<file path="config.mk">
export PLATFORM = sky130hd
export DESIGN_NAME = uart_echo_ctrl
export DESIGN_NICKNAME = d
export VERILOG_FILES = /design/src/rtl/uart_pkg.sv /design/src/rtl/uart_tx_ser.sv /design/src/rtl/uart_echo_ctrl.sv
export SDC_FILE = /design/constraint.sdc
export NUM_CORES = 1
export LEC_CHECK = 0
export CAP_MARGIN = 20
export CORE_MARGIN = 5
export CORE_UTILIZATION = 40
export DETAILED_ROUTE_END_ITERATION = 10
export PLACE_DENSITY_LB_ADDON = 0.05
export SYNTH_ARGS = -nofsm -noshare
export SYNTH_HDL_FRONTEND = slang
export SYNTH_SLANG_ARGS = --single-unit
</file>
<file path="constraint.sdc">
create_clock -name hwclk -period 3.7 [get_ports hwclk]
set_input_delay 0.37 -clock hwclk [delete_from_list [all_inputs] [get_ports hwclk]]
set_output_delay 0.37 -clock hwclk [all_outputs]
set_load 0.005 [all_outputs]
</file>
<file path="src/rtl/uart_pkg.sv">
// Shared definitions for the UART echo controller: serializer state
// encodings, handy ASCII constants and baud divisors for a 12 MHz clock.
package uart_pkg;

  typedef enum logic [1:0] {
    TX_IDLE  = 2'd0,
    TX_START = 2'd1,
    TX_DATA  = 2'd2,
    TX_STOP  = 2'd3
  } tx_state_e;

  localparam int ASCII_0 = 48;
  localparam int ASCII_9 = 57;

  localparam int BAUD_DIV_9600   = 1250;
  localparam int BAUD_DIV_115200 = 104;

  // Total clock cycles one frame occupies on the line (start + data + stop).
  function automatic int frame_cycles(input int baud_div, input int data_bits);
    return (data_bits + 2) * baud_div;
  endfunction

endpackage

</file>
<file path="src/rtl/uart_tx_ser.sv">
// Serial transmitter: takes one character on load_i while idle and sends a
// start bit, DATA_BITS data bits LSB first and one stop bit, each held for
// BAUD_DIV clock cycles.  busy_o is high for the whole frame.
module uart_tx_ser
  import uart_pkg::*;
#(
  parameter int BAUD_DIV  = BAUD_DIV_9600,
  parameter int DATA_BITS = 8
) (
  input  logic                 clk_i,
  input  logic                 rst_i,
  input  logic                 load_i,
  input  logic [DATA_BITS-1:0] data_i,
  output logic                 tx_o,
  output logic                 busy_o
);

  localparam int CW = $clog2(BAUD_DIV);
  localparam int IW = $clog2(DATA_BITS);
  localparam logic [CW-1:0] BAUD_LAST = CW'(BAUD_DIV - 1);
  localparam logic [IW-1:0] BIT_LAST  = IW'(DATA_BITS - 1);

  tx_state_e            state_q, state_d;
  logic [CW-1:0]        cnt_q, cnt_d;
  logic [IW-1:0]        idx_q, idx_d;
  logic [DATA_BITS-1:0] shift_q, shift_d;

  // State, bit timer, data index and shift register update once per clock.
  always_ff @(posedge clk_i) begin
    if (rst_i) begin
      state_q <= TX_IDLE;
      cnt_q   <= '0;
      idx_q   <= '0;
      shift_q <= '0;
    end else begin
      state_q <= state_d;
      cnt_q   <= cnt_d;
      idx_q   <= idx_d;
      shift_q <= shift_d;
    end
  end

  // Next-state and line level; the bit timer restarts at zero on every state entry.
  always_comb begin
    state_d = state_q;
    cnt_d   = cnt_q + 1'b1;
    idx_d   = idx_q;
    shift_d = shift_q;
    tx_o    = 1'b1;
    busy_o  = 1'b1;
    unique case (state_q)
      TX_IDLE: begin
        busy_o = 1'b0;
        cnt_d  = '0;
        idx_d  = '0;
        if (load_i) begin
          shift_d = data_i;
          state_d = TX_START;
        end
      end
      TX_START: begin
        tx_o = 1'b0;
        if (cnt_q == BAUD_LAST) begin
          cnt_d   = '0;
          state_d = TX_DATA;
        end
      end
      TX_DATA: begin
        tx_o = shift_q[0];
        if (cnt_q == BAUD_LAST) begin
          cnt_d   = '0;
          shift_d = shift_q >> 1;
          if (idx_q == BIT_LAST) begin
            idx_d   = '0;
            state_d = TX_STOP;
          end else begin
            idx_d = idx_q + 1'b1;
          end
        end
      end
      TX_STOP: begin
        tx_o = 1'b1;
        if (cnt_q == BAUD_LAST) begin
          cnt_d   = '0;
          state_d = TX_IDLE;
        end
      end
      default: begin
        state_d = TX_IDLE;
        cnt_d   = '0;
      end
    endcase
  end

endmodule

</file>
<file path="src/rtl/uart_echo_ctrl.sv">
// Echo controller: received characters (all of them, or only MATCH_CHAR in
// MODE 1) are queued in a small FIFO and replayed on the serial line.  A
// full FIFO drops new characters and latches overflow; match_led toggles on
// every received MATCH_CHAR regardless of MODE.
module uart_echo_ctrl
  import uart_pkg::*;
#(
  parameter int                   BAUD_DIV   = BAUD_DIV_9600,
  parameter int                   DATA_BITS  = 8,
  parameter int                   FIFO_DEPTH = 4,
  parameter int                   MODE       = 0,
  parameter logic [DATA_BITS-1:0] MATCH_CHAR = DATA_BITS'(ASCII_0)
) (
  input  logic                              hwclk,
  input  logic                              rst,
  input  logic                              rx_valid,
  input  logic [DATA_BITS-1:0]              rx_data,
  output logic                              tx,
  output logic                              tx_busy,
  output logic [$clog2(FIFO_DEPTH+1)-1:0]   fifo_count,
  output logic                              overflow,
  output logic                              match_led
);

  localparam int PW   = $clog2(FIFO_DEPTH);
  localparam int CNTW = $clog2(FIFO_DEPTH + 1);
  localparam logic [CNTW-1:0] COUNT_FULL = CNTW'(FIFO_DEPTH);

  logic [DATA_BITS-1:0] mem_q [FIFO_DEPTH];
  logic [PW-1:0]        wr_ptr_q, wr_ptr_d;
  logic [PW-1:0]        rd_ptr_q, rd_ptr_d;
  logic [CNTW-1:0]      count_q, count_d;
  logic                 overflow_q, overflow_d;
  logic                 match_led_q, match_led_d;

  logic is_match, accept, fifo_full, fifo_empty, push, pop;
  logic ser_busy;

  // Accept/match decode and FIFO bookkeeping; a pop frees a slot for a push in the same cycle.
  always_comb begin
    is_match    = rx_valid && (rx_data == MATCH_CHAR);
    accept      = rx_valid && ((MODE == 0) || is_match);
    fifo_full   = (count_q == COUNT_FULL);
    fifo_empty  = (count_q == '0);
    pop         = !fifo_empty && !ser_busy;
    push        = accept && (!fifo_full || pop);
    wr_ptr_d    = wr_ptr_q;
    rd_ptr_d    = rd_ptr_q;
    count_d     = count_q;
    overflow_d  = overflow_q;
    match_led_d = match_led_q;
    if (push) begin
      wr_ptr_d = wr_ptr_q + 1'b1;
    end
    if (pop) begin
      rd_ptr_d = rd_ptr_q + 1'b1;
    end
    if (push && !pop) begin
      count_d = count_q + 1'b1;
    end else if (pop && !push) begin
      count_d = count_q - 1'b1;
    end
    if (accept && !push) begin
      overflow_d = 1'b1;
    end
    if (is_match) begin
      match_led_d = ~match_led_q;
    end
  end

  // Control registers; reset wins over any rx_valid in the same cycle.
  always_ff @(posedge hwclk) begin
    if (rst) begin
      wr_ptr_q    <= '0;
      rd_ptr_q    <= '0;
      count_q     <= '0;
      overflow_q  <= 1'b0;
      match_led_q <= 1'b0;
    end else begin
      wr_ptr_q    <= wr_ptr_d;
      rd_ptr_q    <= rd_ptr_d;
      count_q     <= count_d;
      overflow_q  <= overflow_d;
      match_led_q <= match_led_d;
    end
  end

  // Character storage; contents need no reset because the pointers define validity.
  always_ff @(posedge hwclk) begin
    if (push && !rst) begin
      mem_q[wr_ptr_q] <= rx_data;
    end
  end

  uart_tx_ser #(
    .BAUD_DIV  (BAUD_DIV),
    .DATA_BITS (DATA_BITS)
  ) u_ser (
    .clk_i  (hwclk),
    .rst_i  (rst),
    .load_i (pop),
    .data_i (mem_q[rd_ptr_q]),
    .tx_o   (tx),
    .busy_o (ser_busy)
  );

  assign tx_busy    = ser_busy;
  assign fifo_count = count_q;
  assign overflow   = overflow_q;
  assign match_led  = match_led_q;

endmodule
</file>
==> impl_metrics.ini, run 1 <==
[critical_path]
critPathSlowestCell = sky130_fd_sc_hd__clkdlybuf4s50_1
worst-r2r-cell-count = 11
crit-reg2reg-launch = u_ser.state_q[0]$_SDFFE_PP0P_
critical_path.max_fanout = 12
timing.critical_path.mode_cell = sky130_fd_sc_hd__inv_1
timing.critical_path.arrival_ns = 2.31
ff2ff_setup_slack_ns = 1.20
start_kind = flip-flop
crit_path_cell_trace = inv_1 -> ha_1 -> inv_1 -> nor2_1 -> a21oi_1 -> clkdlybuf4s50_1
worst-path-buf-inv = 3
top_family_by_delay_on_critical_path = buffers and inverters
timing.rr.end = fifo_count[2]$_SDFFE_PP0P_
critical_path_required_ns = 3.33
crit_path_class = reg -> out
critPathMaxStageDelay_ns = 0.52
endpoint_kind_of_the_worst_setup_timing_path = output pin

[synth]
synth_enable_flop_cells = 32
synth.yosys.warnings = 0
postSynthCellCount = 234
syn_avg_cell_area_um2 = 12.74
synth_area_mm2 = 0.002980
synthFlopType = sky130_fd_sc_hd__dfxtp_1
flip_flop_and_latch_count_after_synthesis = 67
synth.lib_cells_used.distinct = 45
yosysSeqAreaShare_pct = 55.75
synth.net_count = 259
synth-async-reset-ratio_pct = 0

[layout]
nFillCells = 683
postLayoutCellArea_mm2 = 0.003427
num-nets-final = 276
layout-drive-gt1-share_pct = 12.89
most-common-layout-cells = 35 x sky130_fd_sc_hd__dfxtp_1, 32 x sky130_fd_sc_hd__edfxtp_1, 31 x sky130_fd_sc_hd__nor2_1
diodes = 0
area_growth_pct = 14.99
sequential_cell_area_mm2 = 0.001662
multiInputGateArea_mm2 = 0.001225
layout.cells.most_common = sky130_fd_sc_hd__dfxtp_1

[timing]
worst_slew_pin_tran_ns = 0.6428
maxClockFrequency_mhz = 373.4
setup_violations = 0
final-hold-violation-count = 0
slew_viol_final = 0
post-route-min-period_ns = 2.678
period_utilisation_layout_pct = 72.39
relSlewSlack_pct = 57.15
timing.setup.tns_ns = 0
fin_worst_skew_ns = 0.01144
rsz0062_at_grt = false

[place]
global_placement_routability_congestion = 0.7418
placed_cell_area_mm2 = 0.003222
detailedPlacementHpwl_um = 3650
portBuffers = 17

[detailed_routing]
drtPass1Iterations = 4
route.detailed.vias_per_inst = 5.099
route.vias.total = 1810
drt-wirelength-per-cell_um = 14.96
drcViolationCount = 0
ant_nets = 0
first_iter_violations = 61
total_wirelength_of_the_detailed_routed_design_um = 5310

[power_and_ir_drop]
comb_power_share_pct = 31.9
power_density_mw_per_mm2 = 696.1
power.net_switching_w = 0.0008139
pwr-share-clk_pct = 26.8
worst_ir_drop_vdd_v = 0.0002937
power.share.sequential_pct = 41.3
internal_power_w = 0.001572
netSwitchingFraction_pct = 34.12
power.leakage_nw = 1.231

[clock_tree]
ctsResizeCount = 0
holdBufCountCts = 0
cts.clk_slew.worst_paths_ns = 0.08
tritoncts.num_buffers = 9
clock_sink_count = 67
post-cts-setup-buffers = 0
clock_tree_from_tritoncts = yes
insertion_delay_ns = 0.34
clockBufferDepth = 2
htree_levels = 3
cts-root-buf = sky130_fd_sc_hd__clkbuf_8

[die]
die_width_um = 96.32
design.portCount = 18
start_util_pct = 41.09
die-height_um = 96.32
floorplan.core_area_mm2 = 0.007253
rows = 31
dieArea_mm2 = 0.009278

[global_routing]
grt.overflow.total = 0
largest_net_degree_at_the_start_of_global_routing = 18
global_route_wire_length_before_repair_um = 9294
first_global_vias = 1869
gr-usage-all-layers_pct = 13.39
grt_antenna_before_repair = 0

[min_path]
worstHoldPathType = reg -> reg
worst_hold_depth = 2
whs_endpoint = u_ser.shift_q[7]$_SDFFE_PP0P_
hold_path.startpoint = u_ser.shift_q[7]$_SDFFE_PP0P_

[run_status]
run_status = finished clean

[job]
drv_cap = 0
==> worst max-delay path by stage <==
stage	start	end	cells after the start
5_1_grt	u_ser.state_q[0]$_SDFFE_PP0P_	tx	6
3_5_place_dp	u_ser.state_q[0]$_SDFFE_PP0P_	fifo_count[2]$_SDFFE_PP0P_	11
6_report	u_ser.state_q[0]$_SDFFE_PP0P_	tx	6
3_3_place_gp	u_ser.state_q[0]$_SDFFE_PP0P_	fifo_count[2]$_SDFFE_PP0P_	11
4_1_cts	u_ser.state_q[0]$_SDFFE_PP0P_	tx	6
2_1_floorplan	u_ser.state_q[0]$_SDFFE_PP0P_	fifo_count[2]$_SDFFE_PP0P_	11
==> synth_stat cells, types with 2 or more instances <==
library cell / instances / area [um^2]
sky130_fd_sc_hd__a21oi_1: 9 / 45.04
sky130_fd_sc_hd__a21oi_2: 2 / 17.52
sky130_fd_sc_hd__a311oi_1: 5 / 43.79
sky130_fd_sc_hd__a311oi_2: 2 / 30.03
sky130_fd_sc_hd__a32oi_1: 3 / 26.28
sky130_fd_sc_hd__a41oi_1: 2 / 17.52
sky130_fd_sc_hd__and2_1: 6 / 37.54
sky130_fd_sc_hd__and3_1: 2 / 12.51
sky130_fd_sc_hd__buf_2: 6 / 30.03
sky130_fd_sc_hd__clkbuf_1: 5 / 18.77
sky130_fd_sc_hd__dfxtp_1: 35 / 700.7
sky130_fd_sc_hd__edfxtp_1: 32 / 960.9
sky130_fd_sc_hd__ha_1: 13 / 162.7
sky130_fd_sc_hd__inv_1: 8 / 30.03
sky130_fd_sc_hd__mux2i_1: 10 / 100.1
sky130_fd_sc_hd__mux4_2: 8 / 180.2
sky130_fd_sc_hd__nand2_1: 3 / 11.26
sky130_fd_sc_hd__nand2b_1: 2 / 12.51
sky130_fd_sc_hd__nand3_1: 2 / 10.01
sky130_fd_sc_hd__nand4_1: 6 / 37.54
sky130_fd_sc_hd__nor2_1: 31 / 116.4
sky130_fd_sc_hd__nor3_1: 3 / 15.01
sky130_fd_sc_hd__nor4b_1: 2 / 17.52
sky130_fd_sc_hd__o21ai_0: 2 / 10.01
sky130_fd_sc_hd__or3_1: 2 / 12.51
sky130_fd_sc_hd__xnor2_1: 5 / 43.79
sky130_fd_sc_hd__xor2_1: 10 / 87.58
==> through the flow <==
| step | hold slack, ns | power [W] | utilization (%) | std cells | setup slack, ns |
|---|---|---|---|---|---|
| floorplan | 0.4410 | 0.001599 | - | 234 | 1.473 |
| global placement | 0.4681 | 0.001775 | 44.42 | 339 | 1.300 |
| detailed placement | 0.4749 | 0.001775 | 44.42 | 339 | 1.200 |
| CTS | 0.4867 | 0.002422 | 47.25 | 355 | 0.9532 |
| global route | 0.5117 | 0.002562 | 47.25 | 355 | 0.8295 |
| finish | 0.4830 | 0.002386 | 47.25 | 355 | 1.022 |
==> worst min-delay path, cell delays in order, from the launching register on <==
cell	delay, ns
sky130_fd_sc_hd__dfxtp_1	0.31
sky130_fd_sc_hd__o21ai_0	0.06
sky130_fd_sc_hd__a21oi_1	0.06
==> state kept, by name (all words and copies together) (netlist names), 2 cells and up, named ones only <==
signal and flops:
fifo_count 3, u_ser.shift_q 8, u_ser.state_q 2, rd_ptr_q 2, mem_q 32, u_ser.cnt_q 11, wr_ptr_q 2, u_ser.idx_q 3
==> logic make-up after synthesis <==
kind of cell / share of synthesized area (%)
and+or+nand+nor: 12.68
DFF: 55.75
AOI/OAI and AO/OA: 8.481
buffers and inverters: 3.149
muxes: 9.404
xor gates and xnor gates: 4.408
adders and majority gates: 6.129
==> power by group through the flow <==
stage | logic (W) | clock network, W | registers [W]
2_1_floorplan | 0.000638 | 0 | 0.000961
5_1_grt | 0.000858 | 0.000697 | 0.00101
3_3_place_gp | 0.000770 | 0 | 0.00101
6_report | 0.000760 | 0.000639 | 0.000986
4_1_cts | 0.000771 | 0.000662 | 0.000989
3_5_place_dp | 0.000769 | 0 | 0.00101
==> final cells by class <==
type                       count  area share [%]
clock buffer                   9           3.614
tap                           99           3.614
clock inverter                 7           2.373
inverter                       9          0.9858
sequential                    67           48.48
timing repair buffer          18           5.184
multi-input combinational    146           35.74
==> metal layers <==
layer	track usage [%]	share of wire, %	wire, um	vias up
met5	0	0	0	-
met4	6.659	1.4	73	0
met3	2.737	2.4	125	7
met2	20.99	49	2599	18
met1	17.57	47	2511	876
li1	-	-	-	909
Note: power is estimated with default switching activity, not from simulation.
==> run 2, diff against run 1 <==
Clock period 3.7 ns to 2.72 ns, I/O delays scaled along.
==> run 2 against run 1 <==
Effect of this change:
- combinational power up 38%
- critical path depth increased by 5
- via count fell by 1.3%
- clock skew shrank 0.0020 ns
- routed wire length is 0.32% higher
- clock power grew 34%
- final cell count is 0.56% higher
- power up 36%
- largest power group unchanged
==> impl_metrics.ini, run 2 (same netlist as run 1, synthesis figures left out) <==
[min_path]
hold_path.startpoint = u_ser.shift_q[7]$_SDFFE_PP0P_
worstHoldPathType = reg -> reg
whs_endpoint = u_ser.shift_q[7]$_SDFFE_PP0P_
worst_hold_depth = 2

[critical_path]
critical_path_required_ns = 3.00
timing.rr.end = fifo_count[2]$_SDFFE_PP0P_
crit_path_class = reg -> reg
crit_path_cell_trace = inv_1 -> ha_1 -> nor4b_1 -> nand2b_1 -> inv_1 -> ha_1 -> inv_1 -> fa_1 -> xor2_1 -> or3_1 -> a21oi_1
critical_path.max_fanout = 5
endpoint_kind_of_the_worst_setup_timing_path = flip-flop
top_family_by_delay_on_critical_path = simple AND/OR/NAND/NOR gates
critPathSlowestCell = sky130_fd_sc_hd__dfxtp_1
timing.critical_path.mode_cell = sky130_fd_sc_hd__inv_1
crit-reg2reg-launch = u_ser.state_q[0]$_SDFFE_PP0P_
timing.critical_path.arrival_ns = 2.72
critPathMaxStageDelay_ns = 0.41
worst-path-buf-inv = 3
worst-r2r-cell-count = 11
start_kind = flip-flop
ff2ff_setup_slack_ns = 0.27

[power_and_ir_drop]
worst_ir_drop_vdd_v = 0.0002761
power.net_switching_w = 0.001096
power.share.sequential_pct = 41.2
comb_power_share_pct = 32.4
power.leakage_nw = 1.240
internal_power_w = 0.002154
pwr-share-clk_pct = 26.4
netSwitchingFraction_pct = 33.72
power_density_mw_per_mm2 = 944.1

[global_routing]
largest_net_degree_at_the_start_of_global_routing = 19
first_global_vias = 1783
global_route_wire_length_before_repair_um = 9094
grt_antenna_before_repair = 0
gr-usage-met1_pct = 17.24
grt.busiest_layer = met2
use_met3_pct = 3.675
met2_usage_pct = 20.59
gr-usage-all-layers_pct = 13.42
grt.overflow.total = 0

[detailed_routing]
drtPass1Iterations = 4
total_wirelength_of_the_detailed_routed_design_um = 5327
drcViolationCount = 0
route.vias.total = 1786
drt-wirelength-per-cell_um = 14.92
route.detailed.vias_per_inst = 5.003
ant_nets = 0
first_iter_violations = 41

[timing]
setup_violations = 0
timing.setup.tns_ns = 0
worst_slew_pin_tran_ns = 0.6312
period_utilisation_layout_pct = 89.98
post-route-min-period_ns = 2.447
rsz0062_at_grt = false
relSlewSlack_pct = 57.92
slew_viol_final = 0
maxClockFrequency_mhz = 408.6
final-hold-violation-count = 0
fin_worst_skew_ns = 0.009459

[clock_tree]
holdBufCountCts = 0
ctsResizeCount = 0
htree_levels = 3
clock_tree_from_tritoncts = yes
clock_sink_count = 67
cts-root-buf = sky130_fd_sc_hd__clkbuf_8
cts.clk_slew.worst_paths_ns = 0.08
clockBufferDepth = 2
insertion_delay_ns = 0.34
post-cts-setup-buffers = 0
tritoncts.num_buffers = 9

[job]
drv_cap = 0

[layout]
most-common-layout-cells = 35 x sky130_fd_sc_hd__dfxtp_1, 32 x sky130_fd_sc_hd__edfxtp_1, 31 x sky130_fd_sc_hd__nor2_1
largest_register = mem_q
layout-drive-gt1-share_pct = 13.57
num-nets-final = 278
flip_flop_count_of_the_largest_register_after_layout = 32
diodes = 0
area_growth_pct = 15.49
reg_top3 = mem_q x32, u_ser.cnt_q x11, u_ser.shift_q x8
nFillCells = 683
final_core_utilization_pct = 47.46
layout.cells.most_common = sky130_fd_sc_hd__dfxtp_1

[die]
design.portCount = 18
floorplan.core_area_mm2 = 0.007253
rows = 31
die-height_um = 96.32
die_width_um = 96.32
start_util_pct = 41.09
dieArea_mm2 = 0.009278

[place]
global_placement_routability_congestion = 0.6930
portBuffers = 17
detailedPlacementHpwl_um = 3709

[run_status]
run_status = finished clean
## run 2: changes by cell type in the layout (fill, tap and decap cells not counted)
cell	delta
sky130_fd_sc_hd__buf_4	+2
sky130_fd_sc_hd__clkinv_4	+1
sky130_fd_sc_hd__inv_6	-1
## run 2: through the flow
| step | power (W) | hold slack (ns) | area [um^2] | setup slack (ns) | cells |
|---|---|---|---|---|---|
| after floorplan | 0.002175 | 0.3709 | 2980 | 0.4925 | 234 |
| after global placement | 0.002433 | 0.4685 | 3237 | 0.3337 | 341 |
| after detailed placement | 0.002436 | 0.4701 | 3237 | 0.2736 | 341 |
| after CTS | 0.003302 | 0.4819 | 3442 | 0.2542 | 357 |
| after global routing | 0.003487 | 0.5170 | 3442 | 0.07931 | 357 |
| final | 0.003250 | 0.4802 | 3442 | 0.2726 | 357 |
## run 2: routing by layer
layer | share of wire, % | wire (um)
met1 | 48 | 2580
met2 | 47 | 2504
met3 | 3.4 | 180
met4 | 1.1 | 61
met5 | 0 | 0
## run 2: cell type report
class / instances / area, um^2 / area share [%]
multi-input combinational: 146 / 1225 / 35.59
sequential: 67 / 1662 / 48.27
tap: 99 / 123.9 / 3.599
inverter: 9 / 33.78 / 0.9815
timing repair buffer: 20 / 192.7 / 5.598
clock inverter: 7 / 81.33 / 2.363
clock buffer: 9 / 123.9 / 3.599
## run 2: power by group through the flow
stage	logic [W]	registers, W	clock network (W)
2_1_floorplan	0.000868	0.00131	0
6_report	0.00105	0.00134	0.000858
3_5_place_dp	0.00107	0.00137	0
4_1_cts	0.00107	0.00135	0.000884
3_3_place_gp	0.00107	0.00137	0
5_1_grt	0.00117	0.00137	0.000942
## run 2: tightest hold or removal path: cells and delay by family (launching register included)
kind,cells,cell delay [ns]
AOI/OAI and AO/OA,2,0.12
DFF,1,0.31
## run 2: worst max path at each step
stage,startpoint,endpoint,slack (ns),cells past startpoint
floorplan,u_ser.state_q[0]$_SDFFE_PP0P_,fifo_count[2]$_SDFFE_PP0P_,0.49,11
global placement,u_ser.state_q[0]$_SDFFE_PP0P_,fifo_count[2]$_SDFFE_PP0P_,0.33,11
detailed placement,u_ser.state_q[0]$_SDFFE_PP0P_,fifo_count[2]$_SDFFE_PP0P_,0.27,11
CTS,u_ser.state_q[0]$_SDFFE_PP0P_,fifo_count[2]$_SDFFE_PP0P_,0.25,11
global route,u_ser.state_q[0]$_SDFFE_PP0P_,fifo_count[2]$_SDFFE_PP0P_,0.08,11
finish,u_ser.state_q[0]$_SDFFE_PP0P_,fifo_count[2]$_SDFFE_PP0P_,0.27,11
